### src/rtl/reg_arbiter.sv
// rtl/reg_arbiter.sv - round-robin shared-register write arbiter with owner lock and idle timeout
module reg_arbiter #(
    parameter int DATA_WIDTH   = 8,
    parameter int PORTS        = 4,
    parameter int LOCK_TIMEOUT = 16
) (
    input  logic                          clk,
    input  logic                          rst,
    input  logic [PORTS-1:0]              wr_valid,
    input  logic [PORTS-1:0]              wr_lock,
    input  logic [PORTS*DATA_WIDTH-1:0]   wr_data,
    output logic [PORTS-1:0]              wr_ready,
    output logic [DATA_WIDTH-1:0]         dout,
    output logic                          dout_vld,
    output logic                          upd,
    output logic [2:0]                    last_src,
    output logic                          locked,
    output logic [2:0]                    lock_owner
);

    typedef enum logic {IDLE, LOCKED} state_t;

    state_t                  state, state_next;
    logic [2:0]              ptr;
    logic [7:0]              idle_cnt;
    logic [7:0]              valid_pad, lock_pad, grant_pad;
    logic                    accept, acc_lock, timeout;
    logic [2:0]              gidx;
    logic [3:0]              sum;
    logic [DATA_WIDTH-1:0]   acc_data;

    function automatic logic [2:0] next_idx(input logic [2:0] i);
        return (i == 3'(PORTS - 1)) ? 3'd0 : i + 3'd1;
    endfunction

    // Grant selection: walking downward from ptr+PORTS-1 to ptr leaves the
    // first valid requester at or after ptr as the final winner.
    always_comb begin
        valid_pad = '0;
        lock_pad  = '0;
        valid_pad[PORTS-1:0] = wr_valid;
        lock_pad[PORTS-1:0]  = wr_lock;
        accept = 1'b0;
        gidx   = '0;
        sum    = '0;
        if (state == LOCKED) begin
            accept = valid_pad[lock_owner];
            gidx   = lock_owner;
        end else begin
            for (int k = PORTS - 1; k >= 0; k--) begin
                sum = {1'b0, ptr} + 4'(k);
                if (sum >= 4'(PORTS))
                    sum = sum - 4'(PORTS);
                if (valid_pad[sum[2:0]]) begin
                    accept = 1'b1;
                    gidx   = sum[2:0];
                end
            end
        end
        if (rst)
            accept = 1'b0;
        grant_pad = '0;
        if (accept)
            grant_pad[gidx] = 1'b1;
        acc_lock = lock_pad[gidx];
        acc_data = '0;
        for (int i = 0; i < PORTS; i++)
            if (grant_pad[i])
                acc_data = wr_data[i*DATA_WIDTH +: DATA_WIDTH];
    end

    assign wr_ready = grant_pad[PORTS-1:0];
    assign locked   = (state == LOCKED);
    // An owner write in the timeout cycle takes priority over the timeout.
    assign timeout  = (state == LOCKED) && !accept && (idle_cnt == 8'(LOCK_TIMEOUT - 1));

    always_comb begin
        state_next = state;
        if (state == IDLE) begin
            if (accept && acc_lock)
                state_next = LOCKED;
        end else if (accept) begin
            if (!acc_lock)
                state_next = IDLE;
        end else if (timeout) begin
            state_next = IDLE;
        end
    end

    always_ff @(posedge clk) begin
        if (rst) begin
            state      <= IDLE;
            ptr        <= '0;
            idle_cnt   <= '0;
            dout       <= '0;
            dout_vld   <= 1'b0;
            upd        <= 1'b0;
            last_src   <= '0;
            lock_owner <= '0;
        end else begin
            state <= state_next;
            upd   <= accept;
            if (accept) begin
                dout     <= acc_data;
                dout_vld <= 1'b1;
                last_src <= gidx;
            end
            if (state == IDLE) begin
                idle_cnt <= '0;
                if (accept) begin
                    ptr <= next_idx(gidx);
                    if (acc_lock)
                        lock_owner <= gidx;
                end
            end else begin
                if (accept || timeout)
                    idle_cnt <= '0;
                else
                    idle_cnt <= idle_cnt + 8'd1;
                if (state_next == IDLE)
                    ptr <= next_idx(lock_owner);
            end
        end
    end

endmodule

### config.mk
export PLATFORM = sky130hd
export DESIGN_NAME = reg_arbiter
export DESIGN_NICKNAME = d
export VERILOG_FILES = /design/src/rtl/reg_arbiter.sv
export SDC_FILE = /design/constraint.sdc
export NUM_CORES = 1
export LEC_CHECK = 0
export BUFFER_PORTS_ARGS = -buffer_cell sky130_fd_sc_hd__buf_2
export CAP_MARGIN = 5
export CORE_MARGIN = 3
export CORE_UTILIZATION = 45
export CTS_CLUSTER_SIZE = 14
export DETAILED_ROUTE_END_ITERATION = 16
export GPL_ROUTABILITY_DRIVEN = 0
export GPL_TIMING_DRIVEN = 0
export PLACE_DENSITY = 0.72
export RECOVER_POWER = 100
export SLEW_MARGIN = 0
export SYNTH_ARGS = -nofsm -noshare
export SYNTH_HDL_FRONTEND = slang
export SYNTH_SLANG_ARGS = --single-unit
### constraint.sdc
create_clock -name clk -period 4.15 [get_ports clk]
set_clock_uncertainty 0.1 [all_clocks]
set_input_delay 0.415 -clock clk [delete_from_list [all_inputs] [get_ports clk]]
set_output_delay 0.415 -clock clk [all_outputs]
set_load 0.02 [all_outputs]
## Word level (Yosys, flattened, before mapping)

Cells that the tools add are included.

| word-level totals | value |
|---|---|
| flip-flop bits (word level) | 28 |
| bits of input ports | 42 |
| output and inout bits | 21 |
| logic and storage cells | 92 |

| operators by class | value |
|---|---|
| add/subtract/negate cells | 10 |
| $lt $le $gt $ge | 11 |
| equality and inequality tests | 4 |
| muxes and demuxes | 48 |
| bitwise operators | 1 |
| reductions and logical operators | 10 |

Operators by type and width:

| kind | number |
|---|---|
| 2-to-1 mux 3 bit | 18 |
| 2-to-1 mux 8 bit | 4 |
| < comparator 3 x 4 -> 1 bit, second input constant | 6 |
| binary-select mux 1 bit (select 3 bit) | 6 |
| 2-to-1 mux 1 bit | 18 |
| greater-or-equal comparator 4 x 3 -> 1 bit, second input constant | 3 |
| subtractor 3 bit, second input constant | 4 |
| adder 3 x 2 -> 4 bit, second input constant | 2 |
| adder 8 x 1 -> 8 bit, second input constant | 1 |
| equality test 8 x 4 -> 1 bit, second input constant | 1 |
| adder 3 x 1 -> 3 bit, second input constant | 2 |
| equality test 3 x 2 -> 1 bit, second input constant | 2 |
| adder 3 x 1 -> 4 bit, second input constant | 1 |
| logical AND 1 bit | 4 |
| 2-to-1 mux 4 bit | 1 |
| demux 1 bit (select 3 bit) | 1 |
| greater-or-equal comparator 3 x 1 -> 1 bit, second input constant | 1 |
| greater-or-equal comparator 3 bit, second input constant | 1 |
| AND reduction 3 bit | 1 |
| OR reduction 3 bit | 1 |
| != test 2 bit, second input constant | 1 |
| AND reduction 2 bit | 1 |
| nonzero test 2 bit | 1 |
| zero test 1 bit | 1 |
| other kinds (2) | 2 |

## Logic depth before layout (Yosys ltp)

| depth | value |
|---|---|
| word-level depth | 20 |
| depth in mapped cells | 15 |
| gate-level depth less buffers | 12 |

## Worst setup path after synthesis

Ideal clock, no wire load.

| timing | value |
|---|---|
| kind | register to output |
| from | register ptr[0] |
| to | output wr_ready[2] |
| arrival | 2690 ps |
| data required time | 3635 ps |
| slack | 945 ps |
| cell stages (with the launch flop) | 12 |
| cell sequence | dfxtp_1 -> buf_6 -> inv_1 -> ha_1 -> buf_2 -> mux4_1 -> nand2_1 -> a41oi_1 -> o21a_4 -> inv_1 -> clkbuf_1 -> nor3_1 |

| between the ends | value |
|---|---|
| cells in the longest elaborated chain, start to end | 16 |
| elaborated cells on any way between the ends | 44 |
| those cells by class | add/sub (7); order compare (6); mux (30); reduce/logical (1) |

Ends and longest elaborated chain:

| what | RTL line | source |
|---|---|---|
| start: declaration | 24 | `logic [2:0] ptr;` |
| start signal: assignment | 111 | `ptr <= next_idx(gidx);` |
| start signal: assignment | 121 | `ptr <= next_idx(lock_owner);` |
| adder 3 x 2 -> 4 bit | 51 | `sum = {1'b0, ptr} + 4'(k);` |
| greater-or-equal comparator 4 x 3 -> 1 bit / subtractor 3 bit (equally long branches) | 52, 53 |  |
| 2-to-1 mux 3 bit | 52 | `if (sum >= 4'(PORTS))` |
| 2-to-1 mux 3 bit | 46 | `if (state == LOCKED) begin` |
| binary-select mux 1 bit (select 3 bit) | 54 | `if (valid_pad[sum[2:0]]) begin` |
| 2-to-1 mux 1 bit (not written as such) | 54 |  |
| 2-to-1 mux 3 bit (3 in series) | 54 |  |
| 2-to-1 mux 3 bit * | 54 |  |
| 2-to-1 mux 3 bit * | 46 |  |
| via gidx[0] | 28 | `logic [2:0] gidx;` |
| < comparator 3 x 4 -> 1 bit (not written as such) / greater-or-equal comparator 3 x 1 -> 1 bit (equally long branches) | 64 | `grant_pad[gidx] = 1'b1;` |
| logical AND 1 bit (not written as such) | 64 |  |
| 2-to-1 mux 1 bit (not written as such) | 64 |  |
| demux 1 bit (select 3 bit) * | 64 |  |
| 2-to-1 mux 4 bit * | 63 | `if (accept)` |
| end: declaration | 12 | `output logic [PORTS-1:0] wr_ready,` |

Mark *: on every way through the listed nets, which the timed path passes. The rest lies on a longest branch. The select of a mux whose other input is x is not followed.

## Worst setup path in the final report

| timing | value |
|---|---|
| from | register ptr[1] |
| to | output wr_ready[0] |

| between the ends | value |
|---|---|
| cells in the longest elaborated chain, start to end | 16 |
| elaborated cells on any way between the ends | 44 |
| those cells by class | add/sub (7); order compare (6); mux (30); reduce/logical (1) |

Ends and longest elaborated chain:

| what | RTL line |
|---|---|
| adder 3 x 2 -> 4 bit | 51 |
| greater-or-equal comparator 4 x 3 -> 1 bit / subtractor 3 bit (equally long branches) | 52, 53 |
| 2-to-1 mux 3 bit | 52 |
| 2-to-1 mux 3 bit | 46 |
| binary-select mux 1 bit (select 3 bit) | 54 |
| 2-to-1 mux 1 bit (not written as such) | 54 |
| 2-to-1 mux 3 bit (4 in series) | 54 |
| 2-to-1 mux 3 bit | 46 |
| < comparator 3 x 4 -> 1 bit (not written as such) / greater-or-equal comparator 3 x 1 -> 1 bit (equally long branches) | 64 |
| logical AND 1 bit (not written as such) | 64 |
| 2-to-1 mux 1 bit (not written as such) | 64 |
| demux 1 bit (select 3 bit) | 64 |
| 2-to-1 mux 4 bit * | 63 |

Mark *: on every way between the ends. The rest lies on a longest branch, timed or not. The select of a mux whose other input is x is not followed.

==> results.md <==
* Worst hold path type: input port to flip-flop
* Cells after DPL at 350
* VDD IR max at 478.6 uV
* Hpwl dp at 4207 microns
* Antenna violations before repair at 0
* Vias at 2148
* Slew Limit Headroom at 64.20%
* #FFs+latches synth at 28
* First-pass detailed-route iteration total at 5
* Critical path class: flip-flop to output pin
* Final Non-Filler Cells at 353
* Dominant cell by count in the synthesized netlist: dfxtp_1
* Max-Cap Viols at 0
* Share of flip-flops with an asynchronous set or reset at 0%
* FILL cells at 405
* CP Buf/Inv Count at 5
* Routed vias/inst at 6.085
* Syn Area/Cell at 8.233 sq um
* Clock buffer depth at 2
* Top-area cell type share of the netlist area at 28.61%
* # rows at 23
* Setup bufs post-CTS at 0
* WL final at 5599 microns
* Largest net degree at the start of global routing at 17
* Worst-path clk slew at 0.10 ns
* Register area share after synthesis at 28.61%
* Post-synth top cells: 28 x dfxtp_1, 22 x nor2_1, 17 x nand2_1
* Syn Nets at 285
* Cell mode on critical path: buf_2
* H-Tree Level Count at 1
* # setup viols final at 0
* Fin. Hold Viols at 0
* CP delay by family, top: buffers and inverters
* Post-CTS sizing at 0
* Layout Area Growth over Synthesis at 21.52%
* Warning count from the yosys run at 0
* Worst EP arrival at 3.43 ns
* Share of cells above drive strength 1 at 22.77%
* Antenna Cells at 0
* Slowest CP cell: dfxtp_1
* Per-cell routed wire length at 15.86 microns
* Starting density of the core at 47.95%
* DRC at 0
* Die width at 71.99 microns
* Synth area leaders: dfxtp_1 29%, nor2_1 4.2%, nand3_1 4.1%, o21ai_0 3.8%, a32oi_1 3.6%
* Post-Syn Area at 1959 sq um
* Crit path time final at 3.940 ns
* Core Area at 4086 sq um
* GRT Resource Usage Total at 22.13%
* Nets at 351
* Clock Sinks at 28
* Worst path cell trace: inv_1 > ha_1 > buf_2 > mux4_2 > o21ai_0 > a31oi_2 > nand2_2 > inv_2 > o211a_2 > buf_2 > and2_1 > buf_2
* Ys flop type: dfxtp_1
* Post-synth EDFFs at 0
* Worst Setup End Kind: output pin
* Leakage at 0.9635 nW
* P per Cell Area at 743.4 nW/um^2
* Clk Tree Root Cell: clkbuf_8
* Crit path max fanout at 10
* Final Cell Area at 2381 sq um
* IO buf count at 62
* Synth unique cells at 56
* Vias in the first global route at 1987
* CTS tree: done
* IO Pins at 63
* Final Cycle Share at 94.94%
* Cts bufs inserted at 3
* Crit path largest cell delay at 0.49 ns
* Outcome: completed
* Mapped Cells at 238
* Clk Latency, worst-skew pair at 0.28 ns
* DP Area at 2332 sq um
* Final ANT Viol Nets at 0
* Grt total ovfl at 0
* Drt initial violations at 189
* WP data required at 3.63 ns
* Slew @ Worst Pin at 0.5370 ns
* F_max at 0.2538 GHz
* Die area at 5182 sq um
* Startpoint types: flip-flop
* Max Transition Viols Final at 0
* Hold Buf Count CTS at 0
* Dominant cell type by area after synthesis: dfxtp_1
* Die height at 71.99 microns
* First-pass GRT wire length at 9301 microns
worst paths after layout:
kind,slack (ns),cells after the start,to,start
max reg2reg,0.46,13,ptr[1],ptr[1]
min,0.28,3,dout[6],wr_data[30]
max,0.21,12,wr_ready[0],ptr[1]
min reg2reg,0.35,1,idle_cnt[0],idle_cnt[0]
worst register-to-register path: stages (launching register included):
cell and delay (ns):
dfxtp_1 0.49, inv_1 0.20, ha_1 0.31, buf_2 0.18, mux4_2 0.53, o21a_1 0.13
a221oi_2 0.35, o21a_1 0.31, inv_1 0.21, ha_1 0.34, nand2_1 0.07, a21oi_1 0.16
o31ai_1 0.10, a31oi_1 0.14
flip-flops by register name (all words and copies together), names as in the netlist:
register	count
dout	8
dout_vld	1
idle_cnt	8
last_src	3
lock_owner	3
locked	1
ptr	3
upd	1
where the power goes:
group / internal [W] / switching (W) / total, W / leakage, nW
sequential: 0.000332 / 0.0000522 / 0.000384 / 0.230
clock: 0.000129 / 0.0000913 / 0.000221 / 0.0357
combinational: 0.000427 / 0.000738 / 0.00117 / 0.698
total: 0.000889 / 0.000881 / 0.00177 / 0.963
logic make-up (layout without fill, tap and decap cells):
family	after synthesis	count (layout)	share of synthesized area, %
multiplexers	10	10	8.301
XOR/XNOR	6	6	2.682
buffers and inverters	29	94	6.067
AND/OR/NAND/NOR	83	83	20.69
flip-flops	28	28	28.61
adder cells (fa/ha/maj)	6	6	3.704
AO/OA/AOI/OAI	76	76	29.95
cell type report:
cell class / count / area (sq um) / area share, %
Inverter: 16 / 60.06 / 2.522
Sequential cell: 28 / 561.8 / 23.59
Multi-Input combinational cell: 181 / 1281 / 53.81
Clock inverter: 1 / 30.03 / 1.261
Timing Repair Buffer: 62 / 289.0 / 12.14
Tap cell: 50 / 62.56 / 2.627
Buffer: 12 / 55.05 / 2.312
Clock buffer: 3 / 41.29 / 1.734
cell usage in the layout, fill, tap and decap left out, drive strengths merged, types with 3 or more instances in the layout:
cell	Yosys	final
o21a	3	3
clkbuf	10	30
nand3	16	16
and3	5	5
a31oi	11	11
nor2	22	22
mux2	4	4
nand2	18	18
o211a	3	3
a32o	6	6
xor2	4	4
nand2b	3	3
buf	3	47
and2	3	3
ha	5	5
dfxtp	28	28
o21ai	15	15
nor3	4	4
a21oi	9	9
inv	16	16
mux4	4	4
nand4	3	3
o211ai	4	4
a32oi	8	8
routing by layer:
metal  track usage [%]  up-vias  wire, microns
met4             9.186        0            186
met5                 0        -              0
li1                  -     1040              -
met3             3.324       19            442
met1             29.55      968           2336
met2             35.71      121           2634
per-stage QoR:
step | TNS [ns] | setup WS [ns] | hold WS, ns | util (%) | total power [W]
floorplan | 0 | 0.9453 | 0.3132 | - | 0.001254
global placement | 0 | 0.4529 | 0.3269 | 57.07 | 0.001537
detailed placement | 0 | 0.4163 | 0.3330 | 57.07 | 0.001546
CTS | 0 | 0.1245 | 0.2722 | 58.82 | 0.001771
global route | -0.001126 | -0.0005869 | 0.3164 | 58.27 | 0.001899
finish | 0 | 0.2100 | 0.2759 | 58.27 | 0.001770
(Power assumes the default switching activity.)
